==> src/rtl/ring_seq_pkg.sv <==
// Shared types and constants for the ring sequencer slice.
package ring_seq_pkg;

  typedef enum logic [1:0] {
    IDLE = 2'd0,
    LOAD = 2'd1,
    RUN  = 2'd2,
    DONE = 2'd3
  } state_e;

  localparam logic DIR_MSB = 1'b0;
  localparam logic DIR_LSB = 1'b1;

  localparam int RING_W_DFLT = 4;
  localparam int STEP_W_DFLT = 8;
  localparam int DIV_W_DFLT  = 8;

  localparam logic [RING_W_DFLT-1:0] RING_RESET_VAL = 4'b0001;

endpackage

==> src/rtl/ring_seq_ctrl_if.sv <==
// Command handshake between the control-side decode and the ring sequencer.
interface ring_seq_ctrl_if
  import ring_seq_pkg::*;
#(
  parameter int RING_W = RING_W_DFLT,
  parameter int STEP_W = STEP_W_DFLT,
  parameter int DIV_W  = DIV_W_DFLT
);
  logic              cmd_valid;
  logic              cmd_ready;
  logic              cmd_dir;
  logic [STEP_W-1:0] cmd_steps;
  logic [DIV_W-1:0]  cmd_div;
  logic [RING_W-1:0] cmd_seed;

  modport master (
    output cmd_valid, cmd_dir, cmd_steps, cmd_div, cmd_seed,
    input  cmd_ready
  );

  modport slave (
    input  cmd_valid, cmd_dir, cmd_steps, cmd_div, cmd_seed,
    output cmd_ready
  );
endinterface

==> src/rtl/ring_shift_reg.sv <==
// Rotating ring register: synchronous load (priority) or one-place rotate.
module ring_shift_reg
  import ring_seq_pkg::*;
#(
  parameter int RING_W = RING_W_DFLT
) (
  input  logic              Clock,
  input  logic              Reset,
  input  logic              load,
  input  logic [RING_W-1:0] load_val,
  input  logic              shift_en,
  input  logic              dir,
  output logic [RING_W-1:0] q
);
  localparam logic [RING_W-1:0] RST_VAL = RING_W'(RING_RESET_VAL);

  logic [RING_W-1:0] ring_q, ring_d;

  always_comb begin
    ring_d = ring_q;
    if (load) begin
      ring_d = load_val;
    end else if (shift_en) begin
      ring_d = (dir == DIR_LSB) ? {ring_q[0], ring_q[RING_W-1:1]}
                                : {ring_q[RING_W-2:0], ring_q[RING_W-1]};
    end
  end

  always_ff @(posedge Clock) begin
    if (Reset) ring_q <= RST_VAL;
    else       ring_q <= ring_d;
  end

  assign q = ring_q;

endmodule

==> src/rtl/ring_seq_ctrl.sv <==
// Command-driven ring sequencer: load a seed, rotate N times every (div+1)
// clocks, then pulse done. Abort drops straight back to IDLE.
module ring_seq_ctrl
  import ring_seq_pkg::*;
#(
  parameter int RING_W = RING_W_DFLT,
  parameter int STEP_W = STEP_W_DFLT,
  parameter int DIV_W  = DIV_W_DFLT
) (
  input  logic              Clock,
  input  logic              Reset,
  ring_seq_ctrl_if.slave    cmd,
  input  logic              abort,
  output logic [RING_W-1:0] ring_out,
  output logic              busy,
  output logic              done_pulse,
  output logic [STEP_W-1:0] step_rem
);
  localparam logic [RING_W-1:0] RST_VAL = RING_W'(RING_RESET_VAL);

  state_e            state_q;
  logic [DIV_W-1:0]  divcnt_q;
  logic [STEP_W-1:0] step_rem_q;
  logic              dir_q;
  logic [STEP_W-1:0] steps_q;
  logic [DIV_W-1:0]  div_q;
  logic [RING_W-1:0] seed_q;

  logic              accept;
  logic              ring_load;
  logic              ring_shift;
  logic [RING_W-1:0] load_val;

  assign cmd.cmd_ready = (state_q == IDLE) && !Reset;
  assign accept        = cmd.cmd_valid && cmd.cmd_ready;

  // Abort suppresses both the load and a rotation that would fall on the same edge.
  assign ring_load  = (state_q == LOAD) && !abort;
  assign ring_shift = (state_q == RUN) && !abort && (divcnt_q == '0);
  assign load_val   = (seed_q == '0) ? RST_VAL : seed_q;

  always_ff @(posedge Clock) begin
    if (Reset) begin
      state_q    <= IDLE;
      divcnt_q   <= '0;
      step_rem_q <= '0;
      dir_q      <= DIR_MSB;
      steps_q    <= '0;
      div_q      <= '0;
      seed_q     <= '0;
    end else begin
      case (state_q)
        IDLE: begin
          if (accept) begin
            dir_q   <= cmd.cmd_dir;
            steps_q <= cmd.cmd_steps;
            div_q   <= cmd.cmd_div;
            seed_q  <= cmd.cmd_seed;
            state_q <= LOAD;
          end
        end
        LOAD: begin
          if (abort) begin
            step_rem_q <= '0;
            state_q    <= IDLE;
          end else begin
            divcnt_q   <= div_q;
            step_rem_q <= steps_q;
            state_q    <= (steps_q == '0) ? DONE : RUN;
          end
        end
        RUN: begin
          if (abort) begin
            step_rem_q <= '0;
            state_q    <= IDLE;
          end else if (divcnt_q != '0) begin
            divcnt_q <= divcnt_q - DIV_W'(1);
          end else begin
            divcnt_q   <= div_q;
            step_rem_q <= step_rem_q - STEP_W'(1);
            if (step_rem_q == STEP_W'(1)) state_q <= DONE;
          end
        end
        DONE:    state_q <= IDLE;
        default: state_q <= IDLE;
      endcase
    end
  end

  ring_shift_reg #(.RING_W(RING_W)) u_ring (
    .Clock    (Clock),
    .Reset    (Reset),
    .load     (ring_load),
    .load_val (load_val),
    .shift_en (ring_shift),
    .dir      (dir_q),
    .q        (ring_out)
  );

  assign busy       = (state_q != IDLE);
  assign done_pulse = (state_q == DONE);
  assign step_rem   = step_rem_q;

endmodule

==> src/flat_wrapper.sv <==
// flat-port wrapper written by rule: the top's interface ports become plain ports
module ring_seq_ctrl_flat import ring_seq_pkg::*;
#(
  parameter int RING_W = RING_W_DFLT,
  parameter int STEP_W = STEP_W_DFLT,
  parameter int DIV_W  = DIV_W_DFLT
)
  (Clock, Reset, abort, ring_out, busy, done_pulse, step_rem, cmd_cmd_valid, cmd_cmd_dir, cmd_cmd_steps, cmd_cmd_div, cmd_cmd_seed, cmd_cmd_ready);
  ring_seq_ctrl_if #(.RING_W(RING_W), .STEP_W(STEP_W), .DIV_W(DIV_W)) cmd_i ();
  input  logic Clock;
  input  logic Reset;
  input  logic abort;
  output logic [RING_W-1:0] ring_out;
  output logic busy;
  output logic done_pulse;
  output logic [STEP_W-1:0] step_rem;
  input wire logic [$bits(cmd_i.cmd_valid)-1:0] cmd_cmd_valid;
  input wire logic [$bits(cmd_i.cmd_dir)-1:0] cmd_cmd_dir;
  input wire logic [$bits(cmd_i.cmd_steps)-1:0] cmd_cmd_steps;
  input wire logic [$bits(cmd_i.cmd_div)-1:0] cmd_cmd_div;
  input wire logic [$bits(cmd_i.cmd_seed)-1:0] cmd_cmd_seed;
  output wire logic [$bits(cmd_i.cmd_ready)-1:0] cmd_cmd_ready;
  assign cmd_i.cmd_valid = cmd_cmd_valid;
  assign cmd_i.cmd_dir = cmd_cmd_dir;
  assign cmd_i.cmd_steps = cmd_cmd_steps;
  assign cmd_i.cmd_div = cmd_cmd_div;
  assign cmd_i.cmd_seed = cmd_cmd_seed;
  assign cmd_cmd_ready = cmd_i.cmd_ready;
  ring_seq_ctrl #(.RING_W(RING_W), .STEP_W(STEP_W), .DIV_W(DIV_W)) u_core (.Clock(Clock), .Reset(Reset), .cmd(cmd_i), .abort(abort), .ring_out(ring_out), .busy(busy), .done_pulse(done_pulse), .step_rem(step_rem));
endmodule
==> config.mk <==
export PLATFORM = sky130hd
export DESIGN_NAME = ring_seq_ctrl_flat
export DESIGN_NICKNAME = d
export VERILOG_FILES = /design/src/rtl/ring_seq_pkg.sv /design/src/rtl/ring_seq_ctrl_if.sv /design/src/rtl/ring_shift_reg.sv /design/src/rtl/ring_seq_ctrl.sv /design/src/flat_wrapper.sv
export SDC_FILE = /design/constraint.sdc
export NUM_CORES = 1
export LEC_CHECK = 0
export CORE_ASPECT_RATIO = 1.4
export CORE_MARGIN = 2
export CORE_UTILIZATION = 40
export CTS_CLUSTER_DIAMETER = 120
export DETAILED_ROUTE_END_ITERATION = 7
export HOLD_SLACK_MARGIN = 0.12
export PLACE_DENSITY_LB_ADDON = 0.3
export SYNTH_ARGS = -nofsm -noshare
export SYNTH_HDL_FRONTEND = slang
export SYNTH_SLANG_ARGS = --single-unit
==> constraint.sdc <==
create_clock -name Clock -period 1.8 [get_ports Clock]
set_clock_uncertainty 0.1 [all_clocks]
set_input_delay 0.54 -clock Clock [delete_from_list [all_inputs] [get_ports Clock]]
set_output_delay 0.54 -clock Clock [all_outputs]
set_load 0.01 [all_outputs]
==> impl_metrics.toml, run 1 <==
[global_route]
first_pass_grt_wire_length_microns = 10400
first_global_vias = 2243
globalRoute.totalOverflow = 0
grt_antenna_before_repair = 0
grt_start_max_net_pins = 25
global_routing_usage_summed_across_all_routing_layers = 0.210

[final_layout]
stdcell_count = 453
most-common-layout-cells = "56 x nand2_1, 51 x buf_4, 31 x dfxtp_1"
drive_above_1_share = 0.308
antenna-diode-count = 0
final_nets = 416
multi_input_comb_area_sq_um = 1520
area.sequential_sq_um = 876
final_common_cell = "nand2_1"
area_growth_pct = 48.9
fill_cells = 495

[sta]
timing.final.crit_period_ns = 1.87
rsz0062_at_grt = "yes"
final_min_period_over_clock_period = 1.04
finalSetupViolations = 9
tightest_slew_ns = 0.472
setup-tns-final_ns = -0.358
slew_violations = 0
maximum_clock_frequency_mhz = 534
hold_slack_ns = 0.376
final-hold-violation-count = 0
timing.max_slew.rel_slack = 0.681
post-route-worst-setup-slack_ns = -0.0711

[worst_setup_path]
cp_data_required_time_ns = 1.92
r2r-end = "u_core.u_ring.q[0]"
cp_data_arrival_time_ns = 2.00
path_max_fanout = 5
reg2reg_slack_ns = -0.07
timing.setup.critical_path_class = "register to register"
setup.worst_path.start_class = "register"
crit-reg2reg-launch = "u_core.divcnt_q[0]"
rr_worst_depth = 6
worstSetupEndpointType = "register"

[routing]
drt_iter0_markers = 131
detailroute.via_count = 2457
route.detailed.vias_per_inst = 5.42
post_drt_wl_per_cell_microns = 14.4
remaining_drc_errors = 0
finalWirelength_microns = 6500
drt_pre_antenna_iters = 4
antenna_left = 0

[run]
max_cap_viol_count = 0

[synth]
synth_compound_area_frac = 0.242
edff_count_synth = 0
postSynth.topFlopCell = "dfxtp_1"
synth_fp_nets = 328
muxShareOfSynthArea = 0.0262
synth-simple-area-share = 0.260
yosys_warnings = 0
post_synth_main_area_contributors = "dfxtp_1 37%, nand2_1 9.1%, o21ai_0 5.8%"
ys_seq_area_frac = 0.368
largest_family_of_logic_cells_by_synthesized_area = "simple AND/OR/NAND/NOR gates"
synth.avg_cell_area_sq_um = 7.96
post_synth_xor_area_fraction = 0
postSynthCellCount = 294
synth_largest_area_cell = "dfxtp_1"
synth-adder-area-share = 0.0481
library_cells_used_by_synthesis = 54
synthesis.area_sq_um = 2340
postSynthRegisterBits = 43
synthArstFlopShare = 0
synthDominantCellAreaShare = 0.368

[placement]
place.gp.congestion = 0.910
dpl.hpwl_microns = 4690
place_worst_setup_slack_ns = -0.585
placed_cells = 440
buffers_added_on_ports = 39

[power_and_ir_drop]
max-vdd-ir-drop_uv = 637
power.density_nw_per_um2 = 713
leakage_uw = 0.00140

[run_status]
violations = "negative setup slack"
run_status = "finished with violations"

[floorplan]
coreArea_sq_um = 5740
die_width_microns = 68.6
std_cell_rows = 33
dieHeight_microns = 94.5
die_area_sq_um = 6490
io_pins = 40
start_util = 0.408

[clocking]
clk-insertion-delay-late_ns = 0.30
cts_made_buffers = 5
cts.sink_count = 43
cts_buffer_depth = 2
tritoncts = "done"
htree_num_levels = 2
clk_root_buffer_cell = "clkbuf_8"
cts.clk_slew.worst_paths_ns = 0.08

[min_path]
type_of_the_most_critical_hold_path = "register to register"
timing.hold.worst_endpoint = "u_core.div_q[1]"
worst_hold_path.num_cells = 2
hp-start = "u_core.div_q[1]"
-- cells by family after synthesis --
kind of cell / after synthesis
AOI/OAI and AO/OA: 84
adders and majority gates: 9
buffers and inverters: 31
DFF: 43
muxes: 6
and+or+nand+nor: 121
-- routing by layer --
| layer | GRT usage | share of wire | up-vias |
|---|---|---|---|
| li1 | - | - | 1236 |
| met1 | 0.259 | 0.44 | 1154 |
| met2 | 0.366 | 0.51 | 55 |
| met3 | 0.0346 | 0.033 | 12 |
| met4 | 0.0600 | 0.018 | 0 |
| met5 | 0 | 0 | - |
-- state kept, by name (all words and copies together), names as in the netlist --
signal and count:
u_core.state_q 2, u_core.seed_q 4, u_core.u_ring.q 4, u_core.step_rem 8
u_core.div_q 8, u_core.steps_q 8, u_core.dir_q 1, u_core.divcnt_q 8
-- per-stage QoR --
step                area (sq um)  power [uW]  utilization
global placement            3180        1790        0.554
global route                3480        2610        0.607
finish                      3480        2480        0.607
floorplan                   2360        1460            -
CTS                         3320        2420        0.579
detailed placement          3180        1790        0.554
-- synthesized netlist by cell type, types with 2 or more instances --
master,instances
a21oi_1,14
nor2_1,18
buf_2,5
o221ai_1,3
dfxtp_1,43
a31oi_1,4
o21ai_0,27
inv_1,14
nand2_1,57
nand2b_1,3
mux2i_1,5
nand3_1,4
nor2b_1,4
or3_1,2
clkbuf_1,11
a21o_1,2
nor4b_1,3
o211ai_1,7
ha_1,9
or4_1,5
nor3_1,10
and2_1,3
a211oi_1,5
nand4_1,2
a211o_1,2
o32ai_1,3
nor4_1,2
-- worst max path at each step --
stage | start | end | slack, ns
2_1_floorplan | u_core.divcnt_q[0] | u_core.divcnt_q[2] | 0.02
3_3_place_gp | Reset | cmd_cmd_ready | -0.60
3_5_place_dp | Reset | cmd_cmd_ready | -0.59
4_1_cts | u_core.divcnt_q[0] | u_core.u_ring.q[1] | -0.07
5_1_grt | u_core.divcnt_q[0] | u_core.u_ring.q[0] | -0.12
6_report | u_core.divcnt_q[0] | u_core.u_ring.q[0] | -0.07
-- layout make-up --
class / count / area share
Tap cell: 70 / 0.0251
Clock inverter: 2 / 0.00359
Clock buffer: 6 / 0.0208
Inverter: 14 / 0.0169
Sequential cell: 43 / 0.251
Timing Repair Buffer: 98 / 0.245
Multi-Input combinational cell: 220 / 0.437
-- worst max-delay path: stages (launching register included) --
cell and delay (ns):
dfxtp_2 0.33, inv_2 0.07, ha_4 0.13, or4b_4 0.53, o31ai_4 0.37, o311ai_1 0.16, o211ai_1 0.10
-- report_power, final --
group          internal (uW)  switching [uW]
sequential              1030            69.7
combinational            396             371
clock                    272             349
total                   1700             790
-- repair_timing --
action | in CTS | in global routing
resized for setup | 54 | 27
endpoints found under the hold margin | 0 | 0
setup buffers | 0 | 5
pin swaps | 5 | 13
endpoints found under the setup margin | 42 | 21
gates cloned | 0 | 0
hold buffers | 0 | 0
Power figures use the tool's default switching activity.
==> run 2: changes to the inputs <==
--- a/config.mk
+++ b/config.mk
@@ -5,7 +5,7 @@
 export SDC_FILE = /design/constraint.sdc
 export NUM_CORES = 1
 export LEC_CHECK = 0
-export CORE_ASPECT_RATIO = 1.4
+export ABC_AREA = 1
 export CORE_MARGIN = 2
 export CORE_UTILIZATION = 40
 export CTS_CLUSTER_DIAMETER = 120
==> impl_metrics.toml, run 2 <==
[clocking]
htree_num_levels = 2
tritoncts = "done"
cts_made_buffers = 5
cts_buffer_depth = 2
clk_root_buffer_cell = "clkbuf_8"
cts.clk_slew.worst_paths_ns = 0.08
clk-insertion-delay-late_ns = 0.29
cts.sink_count = 43

[run]
max_cap_viol_count = 0

[routing]
remaining_drc_errors = 0
finalWirelength_microns = 5330
top_layer = "met4"
detailroute.via_count = 2292
wl_met3_microns = 183
met2WireLength_microns = 2450
wl_met1_microns = 2650
drt_iter0_markers = 98
post_drt_wl_per_cell_microns = 11.3
drt_pre_antenna_iters = 4
route.detailed.vias_per_inst = 4.87
antenna_left = 0

[synth]
synthesis.area_sq_um = 2280
postSynth.topFlopCell = "dfxtp_1"
postSynthRegisterBits = 43
synth_fp_nets = 372
edff_count_synth = 0
post_synth_main_area_contributors = "dfxtp_1 38%, nand2_1 12%, nand3_1 7.9%"
synth-adder-area-share = 0.0494
synthMostInstantiatedCell = "nand2_1"
yosys_warnings = 0
synth.top_cells.by_count = "70 x nand2_1, 43 x dfxtp_1, 37 x inv_1, 36 x nand3_1, 34 x nor2_1"
synth_largest_area_cell = "dfxtp_1"
synth.avg_cell_area_sq_um = 6.75
muxShareOfSynthArea = 0
largest_family_of_logic_cells_by_synthesized_area = "simple AND/OR/NAND/NOR gates"
synth-simple-area-share = 0.291
synthArstFlopShare = 0
synthDominantCellAreaShare = 0.377
ys_seq_area_frac = 0.377
post_synth_xor_area_fraction = 0.00384
postSynthCellCount = 338
library_cells_used_by_synthesis = 26
synth_compound_area_frac = 0.190

[worst_setup_path]
critPathLaunch = "u_core.state_q[0]"
worstPathCellList = "buf_4 > ha_1 > buf_2"
cp_data_arrival_time_ns = 1.10
setup.worst_path.start_class = "register"
rr_worst_depth = 11
critPathSlowestCell = "dfxtp_2"
crit_family = "flip-flops"
cp.depth = 3
cp_data_required_time_ns = 1.16
path_max_fanout = 2
timing.setup.critical_path_class = "register to primary output"
critical-path-max-stage-delay_ns = 0.33
worstPathBufferInverterCount = 2
crit-reg2reg-launch = "u_core.state_q[0]"
worstSetupEndpointType = "primary output"

[floorplan]
start_util = 0.414
std_cell_rows = 27
die_width_microns = 79.5
die_area_sq_um = 6320
dieHeight_microns = 79.5
coreArea_sq_um = 5510
io_pins = 40

[placement]
placedInstanceArea_sq_um = 2890
place.gp.congestion = 0.874
dpl.hpwl_microns = 4010
buffers_added_on_ports = 39

[global_route]
first_pass_grt_wire_length_microns = 9210
first_global_vias = 2121
globalRoute.totalOverflow = 0
global_routing_usage_summed_across_all_routing_layers = 0.182
grt_antenna_before_repair = 0
grt_start_max_net_pins = 29

[sta]
final_min_period_over_clock_period = 0.967
slew_violations = 0
maximum_clock_frequency_mhz = 574
timing.final.crit_period_ns = 1.74
finalSetupViolations = 0
timing.max_slew.rel_slack = 0.721
rsz0062_at_grt = "no"
final-hold-violation-count = 0
hold_slack_ns = 0.354
tightest_slew_ns = 0.419

[min_path]
type_of_the_most_critical_hold_path = "register to register"
worst_hold_path.num_cells = 2
hp-start = "u_core.div_q[5]"

[final_layout]
fill_cells = 554
final_cell_area_sq_um = 3040
final_common_cell = "nand2_1"
final_nets = 434
antenna-diode-count = 0
area_growth_pct = 33.1
drive_above_1_share = 0.180
most-common-layout-cells = "69 x nand2_1, 36 x nand3_1, 35 x dfxtp_1"

[power_and_ir_drop]
leakage_uw = 0.00139
max-vdd-ir-drop_uv = 802
power.density_nw_per_um2 = 1590

[run_status]
run_status = "finished clean"
-- run 2: worst paths after layout --
kind / to / slack (ns)
max: done_pulse / 0.06
min: u_core.div_q[5] / 0.35
max reg2reg: u_core.state_q[0] / 0.16
min reg2reg: u_core.div_q[5] / 0.35
-- run 2: cells by family (layout without fill, tap and decap cells) --
kind of cell | count (synthesis) | after routing
flops | 43 | 43
xor+xnor | 1 | 1
fa+ha+maj | 9 | 9
simple gates | 153 | 153
buf+inv | 53 | 114
compound gates | 79 | 79
-- run 2: layout make-up --
cell class / count / area, sq um / area share
repair buffers: 63 / 561 / 0.185
clock inverters: 1 / 7.51 / 0.00247
multi-input cells: 242 / 1270 / 0.417
clock buffers: 5 / 68.8 / 0.0227
well taps: 72 / 90.1 / 0.0297
inverters: 45 / 171 / 0.0565
flip-flops and latches: 43 / 871 / 0.287
-- run 2: per-layer routing --
layer,up-vias,global-route usage
li1,1216,-
met1,1029,0.241
met2,41,0.299
met3,6,0.0362
met4,0,0.0500
met5,-,0
-- run 2: report_power, final --
part	internal (uW)	switching, uW	leakage [uW]	total (uW)
Sequential	1250	235	0.000356	1480
Clock	258	324	0.0000361	582
Combinational	1170	1590	0.000999	2760
-- run 2: timing repair --
item | in CTS | in global routing
setup buffers | 2 | 3
setup endpoints to repair | 21 | 40
resized for setup | 34 | 15
hold buffers | 0 | 0
pin swaps | 1 | 3
-- run 2: worst min-delay path, cell delays in order, from the launching register on --
cell     delay (ns)
dfxtp_1        0.30
inv_1          0.06
a21oi_1        0.05
-- run 2: per-stage QoR --
| step | utilization | setup WS (ns) | std cells | power [uW] | TNS (ns) |
|---|---|---|---|---|---|
| final | 0.551 | 0.0593 | 471 | 4820 | 0 |
| after global routing | 0.551 | 0.00411 | 471 | 5290 | 0 |
| after CTS | 0.538 | -0.0584 | 468 | 4690 | -0.0588 |
| after detailed placement | 0.524 | -0.518 | 460 | 4170 | -9.00 |
| after global placement | 0.524 | -0.498 | 460 | 4120 | -8.12 |
| after floorplan | - | 0.141 | 338 | 3200 | 0 |
